`src/rtl/pipe_div_param.sv`:
```
// Fully pipelined restoring divider (q = a / b, r = a % b), one quotient bit per stage,
// with valid/ready back-pressure. Define PIPE_DIV_SIGNED_EN for two's-complement operands.
module pipe_div_param #(
  parameter int DW = 16,
  parameter int VW = 8
) (
  input  logic          clk,
  input  logic          rst,
  input  logic          in_valid,
  output logic          in_ready,
  input  logic [DW-1:0] a,
  input  logic [VW-1:0] b,
  output logic          out_valid,
  input  logic          out_ready,
  output logic [DW-1:0] q,
  output logic [VW-1:0] r,
  output logic          dbz
);

  // Handshake: a transfer happens on a rising edge where valid && ready.
  // The whole pipe advances together (en); bubbles are shifted, never collapsed.
  logic en;
  assign en       = !out_valid || out_ready;
  assign in_ready = en;

  logic          head_valid;
  logic          head_dbz;
  logic [DW-1:0] head_a;
  logic [VW-1:0] head_b;

  logic          src_valid [DW];
  logic          src_dbz   [DW];
  logic [VW-1:0] src_rem   [DW];
  logic [VW-1:0] src_b     [DW];
  logic [DW-1:0] src_dq    [DW];
  logic [VW-1:0] nxt_rem   [DW];
  logic [DW-1:0] nxt_dq    [DW];

  logic          st_valid  [DW];
  logic          st_dbz    [DW];
  logic [VW-1:0] st_rem    [DW];
  logic [VW-1:0] st_b      [DW];
  logic [DW-1:0] st_dq     [DW];

  logic [VW:0]   trial;
  logic          take;

`ifdef PIPE_DIV_SIGNED_EN
  logic head_nq;
  logic head_nr;
  logic src_nq [DW];
  logic src_nr [DW];
  logic st_nq  [DW];
  logic st_nr  [DW];

  // Pre-stage: magnitudes plus the sign corrections the post-stage will apply.
  always_ff @(posedge clk or negedge rst) begin
    if (!rst) begin
      head_valid <= 1'b0;
      head_dbz   <= 1'b0;
      head_a     <= '0;
      head_b     <= '0;
      head_nq    <= 1'b0;
      head_nr    <= 1'b0;
    end else if (en) begin
      head_valid <= in_valid;
      head_dbz   <= (b == '0);
      head_a     <= a[DW-1] ? -a : a;
      head_b     <= b[VW-1] ? -b : b;
      head_nq    <= a[DW-1] ^ b[VW-1];
      head_nr    <= a[DW-1];
    end
  end
`else
  assign head_valid = in_valid;
  assign head_dbz   = (b == '0);
  assign head_a     = a;
  assign head_b     = b;
`endif

  always_comb begin
    src_valid[0] = head_valid;
    src_dbz[0]   = head_dbz;
    src_rem[0]   = '0;
    src_b[0]     = head_b;
    src_dq[0]    = head_a;
`ifdef PIPE_DIV_SIGNED_EN
    src_nq[0]    = head_nq;
    src_nr[0]    = head_nr;
`endif
    for (int k = 1; k < DW; k++) begin
      src_valid[k] = st_valid[k-1];
      src_dbz[k]   = st_dbz[k-1];
      src_rem[k]   = st_rem[k-1];
      src_b[k]     = st_b[k-1];
      src_dq[k]    = st_dq[k-1];
`ifdef PIPE_DIV_SIGNED_EN
      src_nq[k]    = st_nq[k-1];
      src_nr[k]    = st_nr[k-1];
`endif
    end
  end

  // When trial >= b the difference is below b, so the low VW bits of the subtraction are exact.
  always_comb begin
    trial = '0;
    take  = 1'b0;
    for (int k = 0; k < DW; k++) begin
      trial      = {src_rem[k], src_dq[k][DW-1]};
      take       = (trial >= {1'b0, src_b[k]});
      nxt_rem[k] = take ? (trial[VW-1:0] - src_b[k]) : trial[VW-1:0];
      nxt_dq[k]  = {src_dq[k][DW-2:0], take};
    end
  end

  always_ff @(posedge clk or negedge rst) begin
    if (!rst) begin
      for (int k = 0; k < DW; k++) begin
        st_valid[k] <= 1'b0;
        st_dbz[k]   <= 1'b0;
        st_rem[k]   <= '0;
        st_b[k]     <= '0;
        st_dq[k]    <= '0;
`ifdef PIPE_DIV_SIGNED_EN
        st_nq[k]    <= 1'b0;
        st_nr[k]    <= 1'b0;
`endif
      end
    end else if (en) begin
      for (int k = 0; k < DW; k++) begin
        st_valid[k] <= src_valid[k];
        st_dbz[k]   <= src_dbz[k];
        st_rem[k]   <= nxt_rem[k];
        st_b[k]     <= src_b[k];
        st_dq[k]    <= nxt_dq[k];
`ifdef PIPE_DIV_SIGNED_EN
        st_nq[k]    <= src_nq[k];
        st_nr[k]    <= src_nr[k];
`endif
      end
    end
  end

`ifdef PIPE_DIV_SIGNED_EN
  // Post-stage: restore signs; most-negative / -1 wraps naturally through the negation.
  always_ff @(posedge clk or negedge rst) begin
    if (!rst) begin
      out_valid <= 1'b0;
      q         <= '0;
      r         <= '0;
      dbz       <= 1'b0;
    end else if (en) begin
      out_valid <= st_valid[DW-1];
      dbz       <= st_dbz[DW-1];
      q         <= st_dbz[DW-1] ? '1 : (st_nq[DW-1] ? -st_dq[DW-1] : st_dq[DW-1]);
      r         <= st_dbz[DW-1] ? '0 : (st_nr[DW-1] ? -st_rem[DW-1] : st_rem[DW-1]);
    end
  end
`else
  assign out_valid = st_valid[DW-1];
  assign dbz       = st_dbz[DW-1];
  assign q         = st_dbz[DW-1] ? '1 : st_dq[DW-1];
  assign r         = st_dbz[DW-1] ? '0 : st_rem[DW-1];
`endif

endmodule

```
`config.mk`:
```
export PLATFORM = sky130hd
export DESIGN_NAME = pipe_div_param
export DESIGN_NICKNAME = d
export VERILOG_FILES = /design/src/rtl/pipe_div_param.sv
export SDC_FILE = /design/constraint.sdc
export NUM_CORES = 1
export LEC_CHECK = 0
export ABC_AREA = 1
export CORE_MARGIN = 2
export CORE_UTILIZATION = 57
export CTS_CLUSTER_SIZE = 14
export DETAILED_ROUTE_END_ITERATION = 16
export GPL_TIMING_DRIVEN = 0
export PLACE_DENSITY = 0.77
export SLEW_MARGIN = 30
export SYNTH_ARGS = -nofsm -noshare
export SYNTH_HDL_FRONTEND = slang
export SYNTH_SLANG_ARGS = --single-unit
```
`constraint.sdc`:
```
create_clock -name clk -period 2 [get_ports clk]
set_input_delay 0.6 -clock clk [delete_from_list [all_inputs] [get_ports clk]]
set_output_delay 0.6 -clock clk [all_outputs]
set_load 0.01 [all_outputs]
```
* Word level (Yosys, flattened, before mapping)
Index checks and enable logic that the tools add are counted.
** Cells by class
- Add/subtract/negate cells :: 16
- $lt $le $gt $ge :: 16
- Muxes and demuxes :: 18
- Reductions and logical operators :: 3
** Operators with widths (number)
- $mux W8 :: 17
- $ge A9 B8 Y1 :: 15
- $sub A8 B8 Y8 :: 15
- $mux W16 :: 1
- $ge A1 B8 Y1 :: 1
- $logic_not A8 Y1 :: 1
- $sub A1 B8 Y8 :: 1
- $logic_not A1 Y1 :: 1
- $logic_or A1 B1 Y1 :: 1
** Storage, ports and cells
- Flip-flop bits (word level) :: 536
- Bits of input ports :: 28
- Output and inout port bits :: 27
- Word-level logic and storage cells :: 132

* Logic depth before layout (Yosys ltp)
Gate-level depths: netlist of the first run.
- Depth after elaboration :: 2
- Depth in mapped cells :: 13
- Depth with buffers taken out :: 13

* Worst setup path before layout of the first run
No wires, ideal clock.
- Kind :: in2out
- Start point :: input port out_ready
- End point :: output port in_ready
- Arrival :: 1.398 ns
- Data required time :: 1.400 ns
- Path slack :: 0.002 ns
- Stages :: 5
- Buffers on the path :: 4
- Cell sequence :: or2_1 -> buf_2 -> buf_6 -> buf_2 -> buf_2
** On the way
- Longest elaborated chain between the ends :: 1
** Ends and longest elaborated chain
- start, declared :: line 14 : input logic out_ready,
- $logic_or A1 B1 Y1 :: line 23 : assign en = !out_valid || out_ready;
- end, declared :: line 10 : output logic in_ready,
Every way passes these cells.

* Final worst setup path of the first run
- Start point :: register st_dbz, in the netlist dbz
- End point :: output port q[11]
** On the way
- Longest elaborated chain between the ends :: 1
** Ends and longest elaborated chain
- start, declared :: line 40 : logic st_dbz [DW];
- start signal, assigned by index :: line 132 : st_dbz[k] <= src_dbz[k];
- $mux W16 :: line 162 : assign q = st_dbz[DW-1] ? '1 : st_dq[DW-1];
- end, declared :: line 15 : output logic [DW-1:0] q,
Every way passes these cells.

==> flow_metrics.py, run 1 <==
metrics = {
    "detailed_routing": {
        "dr.pass1.iters": 5,
        "routed_wl_microns": 74240,
        "drc_errors": 0,
        "ant_nets": 0,
        "first_iter_violations": 2158,
        "vias": 24210,
        "wire_per_inst_microns": 16.25,
        "via_per_inst": 5.298,
    },
    "yosys": {
        "syn-num-nets": 3860,
        "yosys.area.top_type": "dfrtp_1",
        "ys_warn_count": 0,
        "synth_flop_cell": "dfrtp_1",
        "synthCells": 3695,
        "seq_area_frac_synth": 0.4776,
        "synthTopCellsByArea": "dfrtp_1 48%, nand2_1 22%, inv_1 5.8%",
        "async_reset_ff_frac": 1.000,
        "yosysUniqueCellTypes": 37,
        "synth-seq-cells": 536,
        "yosysTopAreaCellShare": 0.4776,
        "syn_area_per_cell_sq_um": 7.600,
        "synth-edff-count": 0,
        "syn_area_sq_um": 28080,
    },
    "clocking": {
        "htree_num_levels": 2,
        "clk_path_buf_depth": 3,
        "root_buffer": "clkbuf_16",
        "cts_buffers": 54,
        "insertion_delay_ns": 0.61,
        "path_clk_slew_ns": 0.07,
        "cts_tree": "done",
        "cts_sinks": 536,
    },
    "cells_and_area": {
        "layout.nets": 4026,
        "area_growth_pct": 16.14,
        "final_layout_size_suffix_gt1_frac": 0.09859,
        "multiInputGateArea_sq_um": 12880,
        "design_area_sq_um": 32620,
        "finalCoreUtilization": 0.6691,
        "fin_cells": 4569,
        "fillers": 4148,
        "seqCellArea_sq_um": 13410,
        "insertedDiodeCount": 0,
    },
    "grt": {
        "grt_start_max_net_pins": 91,
        "use_met2": 0.4840,
        "grt_overflow": 0,
        "antenna_found_initial": 0,
        "grt_pass1_wl_microns": 118100,
        "busiest_layer": "met2",
        "grt_use_met1": 0.3947,
        "grt_pass1_vias": 22620,
        "globalRouteTotalUtil": 0.2933,
        "met3_usage": 0.04176,
    },
    "placed_design": {
        "place.gp.congestion": 0.9410,
        "dp_cells": 4420,
        "portBuffers": 54,
        "place_ws_ns": -1.449,
        "dpl.hpwl_microns": 52920,
        "placed_area_sq_um": 29650,
    },
    "floorplanning": {
        "die_w_microns": 226.0,
        "fp.dieH_microns": 226.0,
        "io_pins": 55,
        "core_area_sq_um": 48750,
        "die_area_sq_um": 51060,
        "initial_core_util": 0.5761,
        "row_count": 81,
    },
    "critical_path": {
        "crit_chain": "buf_8 > inv_8 > buf_6 > buf_8 > buf_6 > nand2_1 > buf_2",
        "crit_fanout": 4,
        "worst_setup_path_end_kind": "output pin",
        "crit_buf_inv": 6,
        "crit_type": "reg2out",
        "slowest_stage": "dfrtp_1",
        "cp_data_arrival_time_ns": 1.72,
        "cp_top_family": "buffers and inverters",
        "critPathLaunchType": "flop",
        "critPathMaxStageDelay_ns": 0.41,
        "crit_required_ns": 1.40,
    },
    "sta": {
        "setup_ws_ns": -0.3191,
        "tns_ns": -5.008,
        "finalCritPeriodShare": 1.160,
        "worst_pin_slew_ns": 0.8067,
        "fin_skew_ns": 0.01179,
        "final-hold-violation-count": 0,
        "fmaxAchievable_ghz": 0.4312,
        "setup_viol": 25,
        "slew_headroom": 0.4622,
        "grt_setup_unrepaired": "true",
        "period_minus_slack_ns": 2.319,
        "maxSlewViolCount": 0,
    },
    "power": {
        "pwr_density_cell_nw_per_um2": 1913,
        "ir_worst_vdd_uv": 1159,
        "combPwrFrac": 0.523,
        "pwr-share-seq": 0.301,
        "swShare": 0.4495,
        "p_sw_mw": 28.04,
        "p_leak_nw": 17.79,
        "power.share.clock": 0.176,
        "power.internal_mw": 34.35,
    },
    "min_path": {
        "hp-class": "reg2reg",
    },
    "run_status": {
        "violations": "setup timing",
        "status": "finished, violations left",
    },
    "flow_run": {
        "drv_cap": 0,
    },
}
per-stage QoR:
stage          hold slack [ns]  power [mW]
6_report                0.4638       62.39
5_1_grt                 0.4874       67.90
4_1_cts                 0.4646       60.44
3_5_place_dp            0.4494       48.94
3_3_place_gp            0.4371       48.30
2_1_floorplan           0.3044       40.72
cells in the mapped netlist, drive strengths merged, types with 15 or more instances:
| library cell | n |
|---|---|
| nand2 | 1630 |
| dfrtp | 536 |
| inv | 433 |
| nand3 | 307 |
| o21ai | 167 |
| nor2 | 133 |
| ha | 122 |
| buf | 94 |
| a21oi | 61 |
| nand4 | 53 |
| clkbuf | 31 |
| nand3b | 31 |
| xor2 | 24 |
| xnor2 | 18 |
| fa | 15 |
cells in the final DEF, fill, tap and decap left out, types with 26 or more instances in the layout:
master / n
nand2_1: 1590
ha_1: 103
nand4_1: 53
inv_1: 432
o21ai_0: 162
clkbuf_16: 56
buf_4: 42
a21oi_1: 53
clkdlybuf4s50_1: 26
nand3_1: 305
buf_2: 78
nand3b_1: 31
buf_6: 33
dfrtp_1: 536
nor2_1: 109
layer usage:
| layer | share of wire | wire (microns) | vias to the layer above |
|---|---|---|---|
| li1 | - | - | 11880 |
| met1 | 0.43 | 31900 | 11510 |
| met2 | 0.48 | 35350 | 668 |
| met3 | 0.057 | 4233 | 147 |
| met4 | 0.037 | 2751 | 0 |
| met5 | 0 | 0 | - |
sequential cells by signal, indices dropped and copies added, names as in the netlist:
name	flops
dbz	1
nxt_dq	225
out_valid	1
src_b	120
src_dbz	15
src_dq	15
src_rem	120
src_valid	15
st_dq	16
st_rem	8
power by group through the flow:
stage                     clock network, mW  registers [mW]  logic, mW
final                                  11.0            18.8       32.7
after floorplan                           0            17.7       23.0
after global routing                   11.5            19.3       37.1
after global placement                    0            18.8       29.5
after detailed placement                  0            18.8       30.2
after CTS                              11.1            18.6       30.8
final cells by class:
type,instances,share of cell area
buffer,123,0.02210
clock buffer,69,0.04653
sequential,536,0.4112
multi-input combinational,2600,0.3949
clock inverter,31,0.01254
timing repair buffer,112,0.03694
inverter,434,0.05022
tap,664,0.02547
worst register-to-register path: cells and delay by family, from the launching register on:
kind,cells,cell delay [ns]
buf+inv,4,1.06
flops,1,0.38
compound gates,1,0.21
simple gates,1,0.15
logic make-up (layout without fill, tap and decap cells):
family / Yosys count / count (layout) / share of synthesized area
flip-flops: 536 / 536 / 0.4776
AO/OA/AOI/OAI: 249 / 249 / 0.04594
XOR/XNOR: 42 / 42 / 0.01310
AND/OR/NAND/NOR: 2172 / 2172 / 0.3170
adder cells (fa/ha/maj): 137 / 137 / 0.06505
buffers and inverters: 559 / 769 / 0.08131
worst paths after layout:
check                                    startpoint                      end  slack, ns  cells past startpoint
max in group asynchronous                       rst  nxt_dq[204]$_DFFE_PN0P_       0.34                      5
setup reg to reg              out_valid$_DFFE_PN0P_   src_b[115]$_DFFE_PN0P_       0.08                      6
setup / recovery                    dbz$_DFFE_PN0P_                    q[11]      -0.32                      7
hold / removal             src_valid[0]$_DFFE_PN0P_    out_valid$_DFFE_PN0P_       0.46                      2
hold reg to reg            src_valid[0]$_DFFE_PN0P_    out_valid$_DFFE_PN0P_       0.46                      2
min in group asynchronous                       rst   src_dbz[6]$_DFFE_PN0P_       0.58                      3
repair_timing:
item	4_1_cts	5_1_grt
pin swaps	7	17
setup buffers	12	35
hold buffers	2	0
endpoints found under the hold margin	38	0
resized for setup	186	102
gates cloned	2	1
endpoints found under the setup margin	239	191
(Power assumes the default switching activity.)
==> inputs of run 2 (changes only) <==
CORE_UTILIZATION = 63   (was 57)
PLACE_DENSITY = 0.8   (was 0.77)
clock period = 2.5 ns   (was 2 ns; I/O delays follow)
==> flow_metrics.py, run 2 (synthesis gave the netlist of run 1 again) <==
metrics = {
    "run_status": {
        "status": "completed",
    },
    "critical_path": {
        "cp_data_arrival_time_ns": 1.68,
        "crit_chain": "inv_1 > or2_4 > buf_12 > buf_12 > buf_6",
        "crit_start": "out_valid$_DFFE_PN0P_",
        "crit_buf_inv": 4,
        "crit_fanout": 2,
        "crit_required_ns": 1.75,
        "cp_top_family": "buffers and inverters",
        "critPathLaunchType": "flop",
        "critPathMaxStageDelay_ns": 0.36,
        "reg2reg_from": "src_rem[45]$_DFFE_PN0P_",
        "slowest_stage": "dfrtp_1",
        "cp_common_cell": "buf_12",
        "crit_type": "reg2out",
        "worst_setup_path_end_kind": "output pin",
    },
    "clocking": {
        "cts_tree": "done",
        "htree_num_levels": 2,
        "root_buffer": "clkbuf_16",
        "cts_buffers": 56,
        "path_clk_slew_ns": 0.07,
        "clk_path_buf_depth": 3,
        "cts_sinks": 536,
        "insertion_delay_ns": 0.62,
    },
    "grt": {
        "grt_start_max_net_pins": 89,
        "grt_pass1_vias": 23100,
        "grt_pass1_wl_microns": 118600,
        "grt_overflow": 0,
        "antenna_found_initial": 0,
        "globalRouteTotalUtil": 0.3204,
    },
    "sta": {
        "fin_skew_ns": 0.01816,
        "fmaxAchievable_ghz": 0.4108,
        "worst_pin_slew_ns": 0.9755,
        "tns_ns": 0,
        "hold_ws_ns": 0.08268,
        "slew_headroom": 0.3497,
        "maxSlewViolCount": 0,
        "setup_ws_ns": 0.06563,
        "finalCritPeriodShare": 0.9737,
        "final-hold-violation-count": 0,
        "setup_viol": 0,
        "period_minus_slack_ns": 2.434,
    },
    "min_path": {
        "hp-class": "in2async",
    },
    "cells_and_area": {
        "largest_reg_flops": 225,
        "layout.nets": 3984,
        "insertedDiodeCount": 0,
        "fin_cells": 4453,
        "design_area_sq_um": 31530,
        "final_layout_size_suffix_gt1_frac": 0.06035,
        "final_common_cell": "nand2_1",
        "finalCoreUtilization": 0.7145,
        "fillers": 3650,
        "area_growth_pct": 12.26,
        "most-common-layout-cells": "1611 x nand2_1, 536 x dfrtp_1, 432 x inv_1, 307 x nand3_1, 162 x o21ai_0",
    },
    "floorplanning": {
        "row_count": 77,
        "io_pins": 55,
        "fp.dieH_microns": 215.1,
        "core_area_sq_um": 44120,
        "die_w_microns": 215.1,
        "die_area_sq_um": 46280,
        "initial_core_util": 0.6364,
    },
    "power": {
        "combPwrFrac": 0.510,
        "pwr-share-seq": 0.311,
        "power.share.clock": 0.178,
        "fin_total_pwr_mw": 47.99,
        "p_sw_mw": 21.59,
        "pwr_density_cell_nw_per_um2": 1522,
        "ir_worst_vdd_uv": 934.1,
        "p_leak_nw": 17.37,
        "power.internal_mw": 26.41,
        "swShare": 0.4498,
    },
    "flow_run": {
        "drv_cap": 0,
    },
    "detailed_routing": {
        "via_per_inst": 5.354,
        "ant_nets": 0,
        "wire_per_inst_microns": 16.16,
        "routed_wl_microns": 71960,
        "drc_errors": 0,
        "first_iter_violations": 1874,
        "vias": 23840,
        "dr.pass1.iters": 6,
    },
    "placed_design": {
        "portBuffers": 54,
        "dp_cells": 4348,
        "dpl.hpwl_microns": 52210,
        "placed_area_sq_um": 29560,
        "place_ws_ns": -1.253,
        "place.gp.congestion": 0.9436,
    },
}
==> run 2: worst reg2reg max path, cell delays in order, from the launching register on <==
cell and delay [ns]:
dfrtp_1 0.43, ha_1 0.41, nand2_1 0.09, nand2_1 0.09, nand2_1 0.07, nand2_1 0.06, nor2_2 0.33, nand2_2 0.23
nand2_1 0.17, nand2_1 0.08, nand2_1 0.10, nand2_1 0.06
==> run 2: what timing repair did <==
item / CTS / global route
hold buffers: 0 / 0
cloned: 2 / 0
resized for setup: 54 / 14
pin swaps: 1 / 1
buffers inserted: 4 / 1
setup endpoints to repair: 25 / 12
==> run 2: layer usage <==
layer / part of all wire / vias to the layer above / track usage
met5: 0 / - / 0
met4: 0.042 / 0 / 0.1248
met3: 0.058 / 166 / 0.04869
met2: 0.47 / 659 / 0.5344
met1: 0.43 / 11230 / 0.4246
li1: - / 11790 / -
==> run 2: area by class of cell <==
| class | count | area (sq um) | share of cell area |
|---|---|---|---|
| multi-input cells | 2600 | 12390 | 0.3930 |
| plain buffers | 123 | 688.2 | 0.02183 |
| repair buffers | 68 | 772.0 | 0.02449 |
| flip-flops and latches | 536 | 13410 | 0.4255 |
| clock inverters | 22 | 291.5 | 0.009248 |
| inverters | 434 | 1638 | 0.05195 |
| clock buffers | 78 | 1594 | 0.05056 |
| well taps | 592 | 740.7 | 0.02350 |
==> run 2: power groups by stage <==
stage / clock network, mW / logic [mW] / registers, mW
after global placement: 0 / 23.6 / 15.0
after detailed placement: 0 / 24.1 / 15.0
after CTS: 8.63 / 24.3 / 14.9
after global routing: 8.97 / 28.2 / 15.3
final: 8.56 / 24.5 / 14.9
after floorplan: 0 / 18.4 / 14.2
==> run 2: worst paths after layout <==
check	end	slack, ns	depth (start not counted)
min in group clk	nxt_dq[90]$_DFFE_PN0P_	0.47	2
worst min register to register	nxt_dq[90]$_DFFE_PN0P_	0.47	2
worst max-delay path	in_ready	0.07	5
max in group asynchronous	nxt_dq[230]$_DFFE_PN0P_	0.63	5
worst max register to register	src_rem[39]$_DFFE_PN0P_	0.28	11
worst min-delay path	src_dbz[7]$_DFFE_PN0P_	0.08	1
